[config.mk]
export PLATFORM = sky130hd
export DESIGN_NAME = multicycle_control_unit
export DESIGN_NICKNAME = d
export VERILOG_FILES = /design/src/rtl/multicycle_control_unit.sv
export SDC_FILE = /design/constraint.sdc
export NUM_CORES = 1
export LEC_CHECK = 0
export ABC_AREA = 1
export CAP_MARGIN = 20
export CORE_MARGIN = 2
export CORE_UTILIZATION = 32
export DETAILED_ROUTE_END_ITERATION = 8
export GPL_ROUTABILITY_DRIVEN = 1
export PLACE_DENSITY_LB_ADDON = 0.25
export SKIP_LAST_GASP = 1
export SLEW_MARGIN = 10
export SYNTH_ARGS = -nofsm -noshare
export SYNTH_HDL_FRONTEND = slang
export SYNTH_SLANG_ARGS = --single-unit
[constraint.sdc]
create_clock -name clk -period 1.55 [get_ports clk]
set_input_delay 0.31 -clock clk [delete_from_list [all_inputs] [get_ports clk]]
set_output_delay 0.31 -clock clk [all_outputs]
set_load 0.03 [all_outputs]
[src/rtl/multicycle_control_unit.sv]
// -----------------------------------------------------------------------------
// multicycle_control_unit
//   Controller for a multi-cycle RV32I-subset datapath (lw, sw, R-type,
//   I-type ALU, beq, jal). A state register sequences fetch / decode /
//   execute / memory / writeback over one shared ALU and one unified memory.
//   Memory accesses in FETCH, MEMREAD and MEMWRITE stretch until mem_ready.
//   Any other opcode is reported on `illegal`.
//
// Ports
//   clk        in   rising-edge clock
//   rst        in   asynchronous reset, active-low
//   op         in   [6:0] opcode from the instruction register
//   func3      in   [2:0] funct3 from the instruction register
//   func7      in   [6:0] funct7 (only bit 5 is used)
//   zero       in   ALU zero flag (beq outcome)
//   mem_ready  in   memory completes the access this cycle
//   PCWrite    out  load PC
//   AdrSrc     out  memory address select (0 PC, 1 Result)
//   MemWrite   out  memory write strobe
//   IRWrite    out  load IR / OldPC
//   ResultSrc  out  [1:0] 00 ALUOut, 01 Data, 10 ALUResult
//   ALUSrcA    out  [1:0] 00 PC, 01 OldPC, 10 rs1
//   ALUSrcB    out  [1:0] 00 rs2, 01 Imm, 10 constant 4
//   ImmSrc     out  [1:0] 00 I, 01 S, 10 B, 11 J
//   RegWrite   out  register file write
//   ALUControl out  [ALUCTRL_W-1:0] 000 add, 001 sub, 010 and, 011 or, 101 slt
//   illegal    out  illegal opcode / funct3 flag
//   state_o    out  [3:0] current state code (debug)
// -----------------------------------------------------------------------------
`timescale 1ns/1ps

module multicycle_control_unit #(
    parameter int ALUCTRL_W    = 3,
    parameter int MEM_WAIT_EN  = 1,
    parameter int ILLEGAL_TRAP = 1
) (
    input  logic                 clk,
    input  logic                 rst,
    input  logic [6:0]           op,
    input  logic [2:0]           func3,
    input  logic [6:0]           func7,
    input  logic                 zero,
    input  logic                 mem_ready,
    output logic                 PCWrite,
    output logic                 AdrSrc,
    output logic                 MemWrite,
    output logic                 IRWrite,
    output logic [1:0]           ResultSrc,
    output logic [1:0]           ALUSrcA,
    output logic [1:0]           ALUSrcB,
    output logic [1:0]           ImmSrc,
    output logic                 RegWrite,
    output logic [ALUCTRL_W-1:0] ALUControl,
    output logic                 illegal,
    output logic [3:0]           state_o
);

    typedef enum logic [3:0] {
        S_FETCH    = 4'd0,
        S_DECODE   = 4'd1,
        S_MEMADR   = 4'd2,
        S_MEMREAD  = 4'd3,
        S_MEMWB    = 4'd4,
        S_MEMWRITE = 4'd5,
        S_EXECR    = 4'd6,
        S_EXECI    = 4'd7,
        S_ALUWB    = 4'd8,
        S_BEQ      = 4'd9,
        S_JAL      = 4'd10,
        S_ILLEGAL  = 4'd11
    } state_t;

    localparam logic [6:0] OP_LOAD   = 7'b0000011;
    localparam logic [6:0] OP_STORE  = 7'b0100011;
    localparam logic [6:0] OP_RTYPE  = 7'b0110011;
    localparam logic [6:0] OP_ITYPE  = 7'b0010011;
    localparam logic [6:0] OP_BRANCH = 7'b1100011;
    localparam logic [6:0] OP_JAL    = 7'b1101111;

    // ALU decode for the execute states: returns {bad_func3, alu_op}.
    // Unsupported funct3 values still add so the state flow is unaffected.
    function automatic logic [3:0] alu_decode(input logic [2:0] f3,
                                              input logic       is_r,
                                              input logic       f7b5);
        logic [3:0] r;
        r = 4'b0000;
        case (f3)
            3'b000:  r[2:0] = (is_r && f7b5) ? 3'b001 : 3'b000;
            3'b010:  r[2:0] = 3'b101;
            3'b110:  r[2:0] = 3'b011;
            3'b111:  r[2:0] = 3'b010;
            default: r      = 4'b1000;
        endcase
        return r;
    endfunction

    function automatic logic op_supported(input logic [6:0] o);
        logic ok;
        case (o)
            OP_LOAD, OP_STORE, OP_RTYPE, OP_ITYPE, OP_BRANCH, OP_JAL: ok = 1'b1;
            default:                                                 ok = 1'b0;
        endcase
        return ok;
    endfunction

    state_t     state_r;
    logic       mem_ok_s;
    logic       unused_s;

    logic       adr_src_s, mem_write_s, ir_write_s, reg_write_s;
    logic       pc_update_s, branch_s, illegal_s;
    logic [1:0] result_src_s, alu_src_a_s, alu_src_b_s, imm_src_s;
    logic [2:0] alu_op_s;

    // With waiting disabled every memory access completes in one cycle.
    assign mem_ok_s = (MEM_WAIT_EN != 0) ? mem_ready : 1'b1;
    assign unused_s = ^{func7[6], func7[4:0]};
    assign state_o  = state_r;

    // Instruction sequencing state register.
    always_ff @(posedge clk or negedge rst) begin
        if (!rst) begin
            state_r <= S_FETCH;
        end else begin
            case (state_r)
                S_FETCH:    state_r <= mem_ok_s ? S_DECODE : S_FETCH;
                S_DECODE: begin
                    case (op)
                        OP_LOAD, OP_STORE: state_r <= S_MEMADR;
                        OP_RTYPE:          state_r <= S_EXECR;
                        OP_ITYPE:          state_r <= S_EXECI;
                        OP_BRANCH:         state_r <= S_BEQ;
                        OP_JAL:            state_r <= S_JAL;
                        default:           state_r <= (ILLEGAL_TRAP != 0) ? S_ILLEGAL : S_FETCH;
                    endcase
                end
                S_MEMADR:   state_r <= (op == OP_STORE) ? S_MEMWRITE : S_MEMREAD;
                S_MEMREAD:  state_r <= mem_ok_s ? S_MEMWB : S_MEMREAD;
                S_MEMWB:    state_r <= S_FETCH;
                S_MEMWRITE: state_r <= mem_ok_s ? S_FETCH : S_MEMWRITE;
                S_EXECR:    state_r <= S_ALUWB;
                S_EXECI:    state_r <= S_ALUWB;
                S_ALUWB:    state_r <= S_FETCH;
                S_BEQ:      state_r <= S_FETCH;
                S_JAL:      state_r <= S_ALUWB;   // write rd = old PC + 4
                S_ILLEGAL:  state_r <= S_ILLEGAL;
                default:    state_r <= S_FETCH;
            endcase
        end
    end

    // Per-state control decode; fetch strobes and branch are qualified by inputs.
    always_comb begin
        adr_src_s    = 1'b0;
        mem_write_s  = 1'b0;
        ir_write_s   = 1'b0;
        reg_write_s  = 1'b0;
        pc_update_s  = 1'b0;
        branch_s     = 1'b0;
        illegal_s    = 1'b0;
        result_src_s = 2'b00;
        alu_src_a_s  = 2'b00;
        alu_src_b_s  = 2'b00;
        imm_src_s    = 2'b00;
        alu_op_s     = 3'b000;
        case (state_r)
            S_FETCH: begin
                alu_src_b_s  = 2'b10;
                result_src_s = 2'b10;
                ir_write_s   = mem_ok_s;
                pc_update_s  = mem_ok_s;
            end
            S_DECODE: begin
                alu_src_a_s = 2'b01;
                alu_src_b_s = 2'b01;
                imm_src_s   = 2'b10;
                illegal_s   = (ILLEGAL_TRAP == 0) && !op_supported(op);
            end
            S_MEMADR: begin
                alu_src_a_s = 2'b10;
                alu_src_b_s = 2'b01;
                imm_src_s   = (op == OP_STORE) ? 2'b01 : 2'b00;
            end
            S_MEMREAD:  adr_src_s = 1'b1;
            S_MEMWRITE: begin
                adr_src_s   = 1'b1;
                mem_write_s = 1'b1;
            end
            S_MEMWB: begin
                result_src_s = 2'b01;
                reg_write_s  = 1'b1;
            end
            S_EXECR: begin
                alu_src_a_s           = 2'b10;
                {illegal_s, alu_op_s} = alu_decode(func3, 1'b1, func7[5]);
            end
            S_EXECI: begin
                alu_src_a_s           = 2'b10;
                alu_src_b_s           = 2'b01;
                {illegal_s, alu_op_s} = alu_decode(func3, 1'b0, func7[5]);
            end
            S_ALUWB:    reg_write_s = 1'b1;
            S_BEQ: begin
                alu_src_a_s = 2'b10;
                alu_op_s    = 3'b001;
                branch_s    = 1'b1;
            end
            S_JAL: begin
                alu_src_a_s = 2'b01;
                alu_src_b_s = 2'b10;
                pc_update_s = 1'b1;
            end
            S_ILLEGAL:  illegal_s = 1'b1;
            default:    illegal_s = 1'b0;
        endcase
    end

    // Output stage: while reset is held every strobe and mux select is 0.
    always_comb begin
        ALUControl = '0;
        if (rst) begin
            PCWrite         = pc_update_s | (branch_s & zero);
            AdrSrc          = adr_src_s;
            MemWrite        = mem_write_s;
            IRWrite         = ir_write_s;
            ResultSrc       = result_src_s;
            ALUSrcA         = alu_src_a_s;
            ALUSrcB         = alu_src_b_s;
            ImmSrc          = imm_src_s;
            RegWrite        = reg_write_s;
            ALUControl[2:0] = alu_op_s;
            illegal         = illegal_s;
        end else begin
            PCWrite   = 1'b0;
            AdrSrc    = 1'b0;
            MemWrite  = 1'b0;
            IRWrite   = 1'b0;
            ResultSrc = 2'b00;
            ALUSrcA   = 2'b00;
            ALUSrcB   = 2'b00;
            ImmSrc    = 2'b00;
            RegWrite  = 1'b0;
            illegal   = 1'b0;
        end
    end

endmodule

=== Word-level counts from Yosys, hierarchy flattened ===
Cells that the tools add are included.

* Register bits after elaboration: 4
* Latch bits: 0
* Memory bits (writable): 0
* Bits in read-only memories: 0
* Bits of input ports: 21
* Output and inout bits: 21
* Logic and storage cells: 69
* Memories: 0

* Add/sub/neg operators: 0
* $mul: 0
* Divide/modulo/power cells: 0
* $lt $le $gt $ge: 0
* Eq/ne operators: 20
* Shift-type cells: 0
* Multiplexer cells: 34
* Bitwise operators: 2
* Reduce and logical (&&, ||, !) cells: 12

{| class="wikitable"
|+ Operator list
! cell !! count
|-
| $pmux 4 s7 || 1
|-
| $pmux 4 s5 || 1
|-
| $pmux 3 s3 || 2
|-
| $eq 4x3->1 const B || 4
|-
| $eq 4x4->1 const B || 4
|-
| $pmux 2 s2 || 4
|-
| $mux 1 || 15
|-
| $eq 7x6->1 const B || 2
|-
| $eq 7x7->1 const B || 2
|-
| $mux 3 || 4
|-
| $pmux 3 s4 || 1
|-
| $reduce_or 2->1 || 6
|-
| $eq 4x2->1 const B || 2
|-
| $mux 2 || 4
|-
| $reduce_or 4->1 || 2
|-
| $eq 7x2->1 const B || 1
|-
| $eq 7x5->1 const B || 1
|-
| $eq 3x3->1 const B || 2
|-
| $reduce_or 3->1 || 2
|-
| $eq 4x1->1 const B || 1
|-
| $logic_not 4->1 || 1
|-
| $pmux 1 s2 || 2
|-
| $eq 3x2->1 const B || 1
|-
| $logic_not 3->1 || 1
|-
| other kinds (2) || 2
|}

=== Longest topological paths before layout ===
* Depth after elaboration: 5
* Mapped depth: 7
* Gate-level depth less buffers: 7

=== Least setup slack after synthesis ===
Ideal clock, no wire load.

* Path kind: register to output
* From: register state_r[1], in the netlist state_o[1]
* To: output ALUSrcA[1]
* Arrival: 1.608 ns
* Required time: 1.240 ns
* Path slack: -0.368 ns
* Cell stages (with the launch flop): 5
* Path buffers: 0
* Cell sequence: dfrtp_1 > nand2_1 > nor2_2 > inv_2 > o21ai_0

* Word-level cells in the longest chain between the ends: 4
* Elaborated cells on any way between the ends: 10
* Classes of those cells: eq/ne (6); mux (2); reduce/logical (2)

{| class="wikitable"
|+ Ends and longest elaborated chain
! what !! line !! text
|-
| start: declaration || 106 || <nowiki>state_t state_r;</nowiki>
|-
| start signal: assignment || 126 || <nowiki>S_FETCH: state_r <= mem_ok_s ? S_DECODE : S_FETCH;</nowiki>
|-
| start signal: assignment || 134 || <nowiki>default: state_r <= (ILLEGAL_TRAP != 0) ? S_ILLEGAL : S_FETCH;</nowiki>
|-
| start signal: assignment || 137 || <nowiki>S_MEMADR: state_r <= (op == OP_STORE) ? S_MEMWRITE : S_MEMREAD;</nowiki>
|-
| $eq 4x3->1 (tied with other cells) || 166 || <nowiki>case (state_r)</nowiki>
|-
| $reduce_or 4->1 (no source line) / $reduce_or 2->1 (equally long branches) || -- ||
|-
| $pmux 2 s2 (*) || 166 ||
|-
| $mux 2 (*) || 221 || <nowiki>if (rst) begin</nowiki>
|-
| end: declaration || 49 || <nowiki>output logic [1:0] ALUSrcA,</nowiki>
|}

Mark *: on every way between the ends. The rest lies on a longest branch, timed or not.

=== Worst setup path after layout ===
* From: register state_r[1], in the netlist state_o[1]
* To: output PCWrite

* Word-level cells in the longest chain between the ends: 5
* Elaborated cells on any way between the ends: 8
* Classes of those cells: eq/ne (2); mux (3); bitwise (2); reduce/logical (1)

{| class="wikitable"
|+ Ends and longest elaborated chain
! what !! line !! text
|-
| $eq 4x4->1 || 166 ||
|-
| $mux 1 || 166 ||
|-
| $and 1x1->1 || 222 || <nowiki>PCWrite = pc_update_s | (branch_s & zero);</nowiki>
|-
| $or 1x1->1 (*) || 222 ||
|-
| $mux 1 (*) || 221 ||
|-
| end: declaration || 44 || <nowiki>output logic PCWrite,</nowiki>
|}

Marks and branches as above.

==> metrics.txt <==
status finished with violations; failing checks setup timing; routed len/inst 15.7 um; TritonCTS Sinks 4; EDFF count, synth 0; post-route clock skew 0.0132 ns; worst reg2reg path depth 6; vias in the first global route 1006; pwr/cell area 1480 nW/um^2; critical path launch point type register; asr flop ratio synth 1.00; Place WS -0.293 ns; area of the die 2000 sq um; Area Growth Syn to Fin 146%; top_reg_cell synth dfrtp_1; DP Area 1080 sq um; CTS H-Tree Depth 1; cell family with most CP delay flip-flops; CP Class register to primary output; final setup vio count 17; crit path capture type primary output; Tmin final 1.82 ns; top cells by count, synth 26 x nand2_1, 20 x nor2_1, 18 x inv_1, 10 x nand3_1, 8 x o21ai_0; most common cell in the netlist nand2_1; compound-cell area share of the yosys netlist 0.165; Max Cap Viol 0; WL final 2890 um; IO Pins 42; mean number of vias per cell 5.56; Post-Synth Simple-Gate Area 0.512; Antenna Violating Nets Remaining 0; #FFs+latches synth 4; Post-Syn Area 531 sq um; Yosys cell types 17; Layout Nets 191; syn nets 123; GRT Util Overall 0.304; DP Wirelength 1740 um; final cell utilization of the core 0.856; GPL Wtd Cong 0.856; n_diodes 0; grt total ovfl 0; cell count after synthesis 102; clock slew at reported path FFs 0.05 ns; maximum VDD drop 1100 uV; largest cells by area after synthesis dfrtp_1 19%, nand2_1 18%, nor2_1 14%; CP bufs+invs 2; RSZ-0062 raised after global routing true; CTS tree yes; initial antenna violation count 0; CP cell instances buf_4 -> nor2_2 -> nand3_1 -> a31oi_2 -> buf_6; max reg flops 4; Site Rows 14; DR vias 1023; fraction of synthesized area in multiplexers 0; Post-Synth Adder-Cell Area 0; reg-to-reg startpoint state_o[2]$_DFF_PN0_; Avg Cell Area, Syn 5.20 sq um; worst-case clock buffer depth 2; fin crit share 1.17; Core Box Area 1520 sq um; worst path required time 1.24 ns; top cell type's share of synthesized area 0.189; register area share after synthesis 0.189; # fillers 86; Die Width 44.7 um; XOR/XNOR Fraction of Synth Area 0; port bufs 35; Max-slew headroom 0.778; Worst-Margin Slew 0.335 ns; DR pass1 iterations 4; share of post-route cells with drive strength above 1 0.571; Residual DRC 0; number of CTS-inserted buffers 3; Fmax achieved 0.549 GHz; synth warn 0; Largest stage delay, worst path 0.46 ns; path type of the worst min-delay path input port to async pin; Final Worst Setup Slack -0.271 ns; post-route cell area 1310 sq um; Initial Util 0.348; leading area contributor after synthesis dfrtp_1; Starting DRT DRC Count 28; Slowest-stage cell, CP dfrtp_2; CTS Root Cell clkbuf_4; Hold Fails Final Rpt 0; Clock Latency Late Sink 0.26 ns; reg2reg end state_o[1]$_DFF_PN0_; Crit path arrival time 1.51 ns; largest family of logic cells by synthesized area simple AND/OR/NAND/NOR gates; first-pass GRT wire length 4320 um; FF-to-FF setup slack 0.16 ns; crit path max fanout 7; Chip Height 44.7 um; P_leak 0.643 nW; largest net degree at the start of global routing 8; Final Slew Violations 0
[worst reg2reg max path, stage by stage, from the launching register on]
cell	delay, ns
dfrtp_2	0.43
inv_2	0.08
nand2_2	0.09
buf_4	0.16
nor2_1	0.24
o21ai_0	0.17
nand3b_1	0.13
[layer usage]
metal  GRT usage  share of wire  vias to the layer above
li1            -              -                      463
met1       0.286           0.37                      464
met2       0.530           0.50                       68
met3      0.0960          0.064                       28
met4       0.255          0.067                        0
met5           0              0                        -
[power breakdown]
part	internal, W	leakage, nW	switching [W]
Combinational	0.000569	0.584	0.000963
Clock	0.0000880	0.0138	0.0000633
Sequential	0.000160	0.0456	0.0000856
Total	0.000818	0.643	0.00111
[cell usage in the layout (no fill, tap or decap), drive strengths merged]
cell | Yosys | final
a21oi | 4 | 4
a31oi | 1 | 1
buf | 0 | 45
clkbuf | 0 | 3
clkdlybuf4s15 | 0 | 1
clkdlybuf4s50 | 0 | 13
clkinvlp | 0 | 1
dfrtp | 4 | 4
dlygate4sd2 | 0 | 4
inv | 19 | 18
nand2 | 26 | 26
nand3 | 10 | 10
nand3b | 1 | 1
nand4 | 2 | 2
nor2 | 21 | 21
nor3 | 2 | 2
nor4 | 1 | 1
o211ai | 1 | 1
o21a | 1 | 1
o21ai | 8 | 8
o22ai | 1 | 1
[layout make-up]
cell class | instances | area (sq um) | area share
timing repair buffer | 63 | 552 | 0.423
multi-input combinational | 79 | 526 | 0.403
sequential | 4 | 105 | 0.0805
inverter | 19 | 80.1 | 0.0614
clock buffer | 3 | 22.5 | 0.0173
tap | 16 | 20.0 | 0.0153
[stage by stage]
stage / hold slack, ns / std cells / total power (W) / setup TNS [ns]
2_1_floorplan: 0.0144 / 102 / 0.000940 / -0.214
3_3_place_gp: 0.586 / 172 / 0.00140 / -3.19
3_5_place_dp: 0.591 / 172 / 0.00143 / -3.52
4_1_cts: 0.214 / 182 / 0.00175 / -2.39
5_1_grt: 0.253 / 184 / 0.00202 / -4.16
6_report: 0.251 / 184 / 0.00193 / -3.22
[cell families after synthesis]
kind of cell,Yosys count
AND/OR/NAND/NOR,63
AO/OA/AOI/OAI,16
buffers and inverters,19
flip-flops,4
[what timing repair did]
| item | 4_1_cts | 5_1_grt |
|---|---|---|
| gates resized for setup | 46 | 8 |
| hold buffers | 0 | 0 |
| setup buffers | 7 | 2 |
| gates cloned | 0 | 0 |
| pin swaps | 7 | 3 |
| setup endpoints to repair | 21 | 17 |
[worst max path at each step]
stage	depth (start not counted)	slack (ns)	endpoint	start
floorplan	5	-0.12	ALUSrcA[1]	state_o[2]$_DFF_PN0_
global placement	4	-0.27	illegal	rst
detailed placement	4	-0.29	illegal	rst
CTS	7	-0.22	AdrSrc	state_o[3]$_DFF_PN0_
global route	5	-0.31	PCWrite	state_o[1]$_DFF_PN0_
finish	5	-0.27	PCWrite	state_o[1]$_DFF_PN0_
Note: power is estimated with default switching activity, not from simulation.
